**config.mk**
```make
export PLATFORM = sky130hd
export DESIGN_NAME = adpll_chan_seq
export DESIGN_NICKNAME = d
export VERILOG_FILES = /design/src/rtl/adpll_chan_seq.sv
export SDC_FILE = /design/constraint.sdc
export NUM_CORES = 1
export LEC_CHECK = 0
export CORE_UTILIZATION = 50
export CTS_BUF_LIST = sky130_fd_sc_hd__clkbuf_4 sky130_fd_sc_hd__clkbuf_8
export CTS_CLUSTER_DIAMETER = 150
export CTS_CLUSTER_SIZE = 28
export DETAILED_ROUTE_END_ITERATION = 6
export PLACE_DENSITY_LB_ADDON = 0.15
export SYNTH_ARGS = -nofsm -noshare
export SYNTH_HDL_FRONTEND = slang
export SYNTH_SLANG_ARGS = --single-unit
```
**constraint.sdc**
```tcl
create_clock -name clk -period 2.5 [get_ports clk]
set_input_delay 0.5 -clock clk [delete_from_list [all_inputs] [get_ports clk]]
set_output_delay 0.5 -clock clk [all_outputs]
set_load 0.03 [all_outputs]
```
**src/rtl/adpll_chan_seq.sv**
```systemverilog
// adpll_chan_seq: channel-tuning sequencer in front of the ADPLL control block.
// Each accepted channel request resets the PLL, lets it settle, then waits a
// bounded time for channel_lock. Lock loss and timeouts consume retries until
// the retry budget runs out, at which point the sequencer parks in FAIL.
// Optional build macro ADPLL_CHAN_SEQ_LOCK_FILT_EN: channel_lock must be stable
// for LOCK_FILT consecutive cycles before lock is declared or declared lost.
// FCW width comes from `FCWW (adpll_defines.v); 26 bits if not provided.

`ifndef FCWW
`define FCWW 26
`endif

module adpll_chan_seq #(
   parameter int FCWW        = `FCWW,
   parameter int RST_CYC     = 4,
   parameter int SETTLE_CYC  = 16,
   parameter int LOCK_TO_CYC = 2048,
   parameter int MAX_RETRY   = 3,
   parameter int LOCK_FILT   = 8
) (
   input  logic            clk,
   input  logic            rst,
   input  logic            req,
   input  logic [FCWW-1:0] req_fcw,
   input  logic [1:0]      req_mode,
   input  logic            abort,
   output logic            req_rdy,
   output logic            ack,
   input  logic            channel_lock,
   output logic            adpll_rst,
   output logic            adpll_en,
   output logic [1:0]      adpll_mode,
   output logic [FCWW-1:0] adpll_fcw,
   output logic            busy,
   output logic            locked,
   output logic            lock_fail,
   output logic [3:0]      retry_cnt,
   output logic            tx_go
);

   localparam logic [1:0] MODE_PD = 2'd0;
   localparam logic [1:0] MODE_RX = 2'd2;
   localparam logic [1:0] MODE_TX = 2'd3;

   localparam int RW = (RST_CYC > 1) ? $clog2(RST_CYC) : 1;
   localparam int SW = (SETTLE_CYC > 1) ? $clog2(SETTLE_CYC) : 1;
   localparam int TW = (LOCK_TO_CYC > 1) ? $clog2(LOCK_TO_CYC) : 1;

   localparam logic [RW-1:0] RST_LAST    = RW'(RST_CYC - 1);
   localparam logic [SW-1:0] SETTLE_LAST = SW'(SETTLE_CYC - 1);
   localparam logic [TW-1:0] TO_LAST     = TW'(LOCK_TO_CYC - 1);
   localparam logic [3:0]    RETRY_MAX   = 4'(MAX_RETRY);

   typedef enum logic [2:0] {
      S_IDLE,
      S_RST_PLL,
      S_SETTLE,
      S_WAIT_LOCK,
      S_LOCKED,
      S_FAIL
   } state_e;

   state_e        state_q;
   logic [RW-1:0] rstCnt_q;
   logic [SW-1:0] settleCnt_q;
   logic [TW-1:0] toCnt_q;

   logic stateRdy;
   logic accept;
   logic doAbort;
   logic lockSeen;
   logic lockLost;
   logic attemptEnd;
   logic retryLeft;

   // Parameter sanity: counters need at least one cycle and retry_cnt is 4 bits.
   generate
      if (RST_CYC < 1 || SETTLE_CYC < 1 || LOCK_TO_CYC < 1 ||
          MAX_RETRY < 0 || MAX_RETRY > 15 || LOCK_FILT < 1) begin : gBadParam
         $error("adpll_chan_seq: parameter out of range");
      end
   endgenerate

`ifdef ADPLL_CHAN_SEQ_LOCK_FILT_EN
   localparam int FW = (LOCK_FILT > 1) ? $clog2(LOCK_FILT) : 1;
   localparam logic [FW-1:0] FILT_LAST = FW'(LOCK_FILT - 1);

   logic [FW-1:0] filtCnt_q;

   // Filtered lock decisions: the run counter has already seen LOCK_FILT-1 equal samples.
   assign lockSeen = channel_lock && (filtCnt_q == FILT_LAST);
   assign lockLost = !channel_lock && (filtCnt_q == FILT_LAST);
`else
   // Unfiltered lock decisions: a single sample of channel_lock is trusted.
   assign lockSeen = channel_lock;
   assign lockLost = !channel_lock;
`endif

   // Request qualification and end-of-attempt detection, all from registered state.
   always_comb begin
      stateRdy   = (state_q == S_IDLE) || (state_q == S_LOCKED) || (state_q == S_FAIL);
      accept     = req && stateRdy && !abort &&
                   ((req_mode == MODE_RX) || (req_mode == MODE_TX));
      doAbort    = abort ||
                   (req && (req_mode == MODE_PD) &&
                    ((state_q == S_LOCKED) || (state_q == S_FAIL)));
      attemptEnd = ((state_q == S_WAIT_LOCK) && !lockSeen && (toCnt_q == TO_LAST)) ||
                   ((state_q == S_LOCKED) && lockLost);
      retryLeft  = (retry_cnt < RETRY_MAX);
   end

   // Sequencer FSM: abort beats a new request, a new request beats lock loss,
   // and every output is registered alongside the state.
   always_ff @(posedge clk or negedge rst) begin
      if (!rst) begin
         state_q     <= S_IDLE;
         rstCnt_q    <= '0;
         settleCnt_q <= '0;
         toCnt_q     <= '0;
`ifdef ADPLL_CHAN_SEQ_LOCK_FILT_EN
         filtCnt_q   <= '0;
`endif
         req_rdy     <= 1'b1;
         ack         <= 1'b0;
         adpll_rst   <= 1'b0;
         adpll_en    <= 1'b0;
         adpll_mode  <= MODE_PD;
         adpll_fcw   <= '0;
         busy        <= 1'b0;
         locked      <= 1'b0;
         lock_fail   <= 1'b0;
         retry_cnt   <= '0;
         tx_go       <= 1'b0;
      end else begin
         ack <= 1'b0;
         if (doAbort) begin
            state_q     <= S_IDLE;
            rstCnt_q    <= '0;
            settleCnt_q <= '0;
            toCnt_q     <= '0;
`ifdef ADPLL_CHAN_SEQ_LOCK_FILT_EN
            filtCnt_q   <= '0;
`endif
            req_rdy     <= 1'b1;
            adpll_rst   <= 1'b0;
            adpll_en    <= 1'b0;
            adpll_mode  <= MODE_PD;
            busy        <= 1'b0;
            locked      <= 1'b0;
            tx_go       <= 1'b0;
         end else if (accept) begin
            state_q    <= S_RST_PLL;
            rstCnt_q   <= '0;
`ifdef ADPLL_CHAN_SEQ_LOCK_FILT_EN
            filtCnt_q  <= '0;
`endif
            ack        <= 1'b1;
            adpll_fcw  <= req_fcw;
            adpll_mode <= req_mode;
            retry_cnt  <= '0;
            lock_fail  <= 1'b0;
            req_rdy    <= 1'b0;
            adpll_rst  <= 1'b1;
            adpll_en   <= 1'b0;
            busy       <= 1'b1;
            locked     <= 1'b0;
            tx_go      <= 1'b0;
         end else if (attemptEnd) begin
            locked <= 1'b0;
            tx_go  <= 1'b0;
`ifdef ADPLL_CHAN_SEQ_LOCK_FILT_EN
            filtCnt_q <= '0;
`endif
            if (retryLeft) begin
               state_q   <= S_RST_PLL;
               rstCnt_q  <= '0;
               retry_cnt <= retry_cnt + 4'd1;
               req_rdy   <= 1'b0;
               adpll_rst <= 1'b1;
               adpll_en  <= 1'b0;
               busy      <= 1'b1;
            end else begin
               state_q    <= S_FAIL;
               req_rdy    <= 1'b1;
               adpll_rst  <= 1'b0;
               adpll_en   <= 1'b0;
               adpll_mode <= MODE_PD;
               busy       <= 1'b0;
               lock_fail  <= 1'b1;
            end
         end else begin
            case (state_q)
               S_RST_PLL: begin
                  if (rstCnt_q == RST_LAST) begin
                     state_q     <= S_SETTLE;
                     settleCnt_q <= '0;
                     adpll_rst   <= 1'b0;
                     adpll_en    <= 1'b1;
                  end else begin
                     rstCnt_q <= rstCnt_q + 1'b1;
                  end
               end
               S_SETTLE: begin
                  if (settleCnt_q == SETTLE_LAST) begin
                     state_q <= S_WAIT_LOCK;
                     toCnt_q <= '0;
`ifdef ADPLL_CHAN_SEQ_LOCK_FILT_EN
                     filtCnt_q <= '0;
`endif
                  end else begin
                     settleCnt_q <= settleCnt_q + 1'b1;
                  end
               end
               S_WAIT_LOCK: begin
                  toCnt_q <= toCnt_q + 1'b1;
`ifdef ADPLL_CHAN_SEQ_LOCK_FILT_EN
                  filtCnt_q <= channel_lock ? filtCnt_q + 1'b1 : '0;
`endif
                  if (lockSeen) begin
                     state_q <= S_LOCKED;
                     req_rdy <= 1'b1;
                     busy    <= 1'b0;
                     locked  <= 1'b1;
                     tx_go   <= (adpll_mode == MODE_TX);
`ifdef ADPLL_CHAN_SEQ_LOCK_FILT_EN
                     filtCnt_q <= '0;
`endif
                  end
               end
               S_LOCKED: begin
`ifdef ADPLL_CHAN_SEQ_LOCK_FILT_EN
                  filtCnt_q <= channel_lock ? '0 : filtCnt_q + 1'b1;
`endif
               end
               default: begin
               end
            endcase
         end
      end
   end

endmodule

```
==> summary.md <==
| Metric | Value |
|---|---|
| Final period util | `roughly 83%` |
| Endpoint class of the critical path | `register` |
| Chip width | `around 76 um` |
| RSZ-0062 raised after global routing | `no` |
| Worst R2R End | `retry_cnt[0]` |
| Top cells by area, synth | `dfrtp_1, nand2_1, o21ai_0` |
| Total Power | `2.65 mW` |
| Final Skew | `0.00322 ns` |
| Antenna violations before repair | `0` |
| CTS Buffer Depth | `2` |
| Largest net degree at the start of global routing | `61` |
| DRC | `0` |
| Top_reg_cell synth | `dfrtp_1` |
| Total gr overflow | `0` |
| Post_cts resized | `0` |
| Die height | `roughly 76 um` |
| Fin crit period | `approximately 2.1 ns` |
| Post-DR wirelength/cell | `14.4 um` |
| Share of layout cells above drive strength 1 | `9.02%` |
| PD cells | `709 mW/mm^2` |
| TritonCTS clock tree | `built` |
| H-tree depth | `3` |
| Post-synthesis cell area | `0.00272 sq mm` |
| Net Count, Synth | `330` |
| Async SR Flop Fraction | `between 90% and 100%` |
| Diode count | `0` |
| Worst EP arrival | `2.32 ns` |
| Fin cells | `~450` |
| Fill count | `390` |
| Worst hold margin | `0.297 ns` |
| Crit path max fanout | `8` |
| Num rows | `26` |
| Vias in the first global route | `2243` |
| Routed Wire Length | `roughly 6.4 mm` |
| Leakage power | `1.71 nW` |
| Port Buffers | `72` |
| Drt first pass iters | `4` |
| Inst Count DP | `431` |
| R2R Setup Slk | `about 0.43 ns` |
| Vias per inst | `5.34` |
| Worst skew pair latency | `0.34 ns` |
| Yosys warning count | `0` |
| Setup Fix Bufs, Post-CTS | `0` |
| Post-CTS Hold Fix Bufs | `0` |
| Core ar. | `0.00517 sq mm` |
| Starting DRT DRC Count | `177` |
| Slew @ Worst Pin | `0.753 ns` |
| Top-area cell type share of the netlist area | `54.3%` |
| CTS Buf Count | `9` |
| Final-report setup violation count | `0` |
| Total negative setup slack | `0 ns` |
| Synth Register Bits | `60` |
| Routability cong. | `between 0.9 and 1` |
| DR vias | `2385` |
| CTS root buf | `clkbuf_8` |
| Reg2Reg Depth | `6` |
| Number of max-cap violations | `0` |
| Most numerous cell in the Yosys netlist | `nand2_1` |
| Max IR drop VDD | `0.000544 V` |
| Mapped Cells | `~300` |
| List of most frequent post-synthesis cells | `nand2_1, dfrtp_1, nor2_1, o21ai_0` |
| First-pass GRT wire length | `10.3 mm` |
| Post-synth top area cell | `dfrtp_1` |
| Count of unique library cells instantiated by Yosys | `45` |
| Slew Limit Fails | `0` |
| Final nets | `around 410` |
| Total clock sinks | `60` |
| Sequential-to-total area share from yosys stat | `between 50% and 60%` |
| Tot GR Track Use | `25.0%` |
| IO Pins | `between 70 and 80` |
| Slew HR | `49.8%` |
| Critical Path Source Type | `register` |
| Clock-pin slew on the worst setup and hold paths | `around 0.060 ns` |
| Syn Area/Cell | `9.28 sq um` |
| Area Growth Syn to Fin | `37.7%` |
| Status | `complete, no violations` |
| CP required | `2.75 ns` |
| R2r startpoint | `toCnt_q[0]` |
| Hold Vio Cnt, Final | `0` |
| CP Class | `register to register` |
| HPWL Detailed | `4.27 mm` |
| Die area | `approximately 0.0057 sq mm` |
| Initial Utilization | `roughly 53%` |
| Max Freq | `484 MHz` |
| Final ANT Viol Nets | `0` |
| Count of flip-flops with a built-in enable after synthesis | `0` |
| Hold Path Class | `primary input to asynchronous set/reset pin` |
worst max path at each step:
stage                  from           end  slack [ns]  depth (start not counted)
2_1_floorplan    toCnt_q[0]    toCnt_q[6]        0.64                          7
3_3_place_gp   channel_lock    toCnt_q[8]        0.29                          6
3_5_place_dp   channel_lock    toCnt_q[8]        0.26                          6
4_1_cts          toCnt_q[0]  retry_cnt[0]        0.42                          6
5_1_grt          toCnt_q[0]  retry_cnt[0]        0.20                          6
6_report         toCnt_q[0]  retry_cnt[0]        0.43                          6
cell usage in the layout (no fill, tap or decap), types with 2 or more instances in the layout:
| master | netlist | routed |
|---|---|---|
| xnor2_1 | 3 | 3 |
| o21ai_1 | 2 | 2 |
| dfrtp_1 | 59 | 59 |
| or3_1 | 4 | 4 |
| buf_4 | 0 | 7 |
| clkbuf_8 | 0 | 10 |
| nand3_1 | 11 | 11 |
| nand3b_1 | 3 | 3 |
| nor3b_1 | 3 | 3 |
| a31oi_1 | 2 | 2 |
| bufinv_16 | 0 | 2 |
| o211ai_1 | 3 | 3 |
| o21ai_0 | 13 | 13 |
| and3_1 | 2 | 2 |
| inv_1 | 7 | 7 |
| clkbuf_4 | 0 | 2 |
| a21oi_1 | 11 | 11 |
| nor3_1 | 4 | 4 |
| and4_1 | 2 | 2 |
| nand4_1 | 4 | 4 |
| nand2_1 | 96 | 96 |
| nand2b_1 | 3 | 3 |
| and2_1 | 3 | 3 |
| o22ai_1 | 2 | 2 |
| o32ai_1 | 3 | 3 |
| ha_1 | 4 | 4 |
| clkdlybuf4s50_1 | 0 | 71 |
| nor2_1 | 17 | 17 |
| a21o_1 | 3 | 3 |
| nand3_2 | 2 | 2 |
layout make-up:
cell class                      count  area [sq um]  area share, %
Clock inverter                      4          72.6           1.94
Clock buffer                       12           153           4.08
Tap cell                           70          87.6           2.34
Sequential cell                    60          1500           40.2
Inverter                            7          26.3          0.702
Timing Repair Buffer               79           768           20.5
Multi-Input combinational cell    215          1130           30.3
kinds of logic after synthesis:
| kind of cell | share of synthesized area, % |
|---|---|
| DFF | 55.3 |
| AOI/OAI and AO/OA | 11.5 |
| buffers and inverters | 3.04 |
| and+or+nand+nor | 26.9 |
| muxes | 0.414 |
| adders and majority gates | 1.84 |
| xor gates and xnor gates | 0.967 |
routing by layer:
layer | share of wire, % | vias up | global-route usage (%) | routed length [um]
met2 | 48 | 106 | 39.4 | 3070
met1 | 41 | 1110 | 29.9 | 2620
met5 | 0 | - | 0 | 0
met4 | 1.1 | 0 | 9.47 | 70
met3 | 11 | 8 | 11.8 | 686
li1 | - | 1161 | - | -
state kept, by name, summed over array words and instances (netlist names), 2 cells and up:
register and count:
state_q 3, adpll_mode 2, retry_cnt 4, toCnt_q 11, adpll_fcw 26, rstCnt_q 2, settleCnt_q 4
through the flow:
stage          area [sq um]  util, %  worst slack (ns)
6_report               3740     72.4             0.434
5_1_grt                3740     72.4             0.197
4_1_cts                3740     72.4             0.422
3_5_place_dp           3520     68.0             0.260
3_3_place_gp           3520     68.0             0.287
2_1_floorplan          2720        -             0.644
critical path: stages (launching register included):
cell and delay, ns:
dfrtp_1 0.40, ha_1 0.23, nand3_2 0.19, nor4_2 0.50, o21ai_1 0.22, or3_1 0.35, o21ai_0 0.09
power by group:
part / total [mW] / switching, mW / internal (mW) / leakage (nW)
Clock: 0.981 / 0.372 / 0.609 / 0.113
Sequential: 1.11 / 0.0529 / 1.06 / 0.793
Combinational: 0.559 / 0.322 / 0.237 / 0.802
No activity file was read; power rests on OpenSTA's default activity.
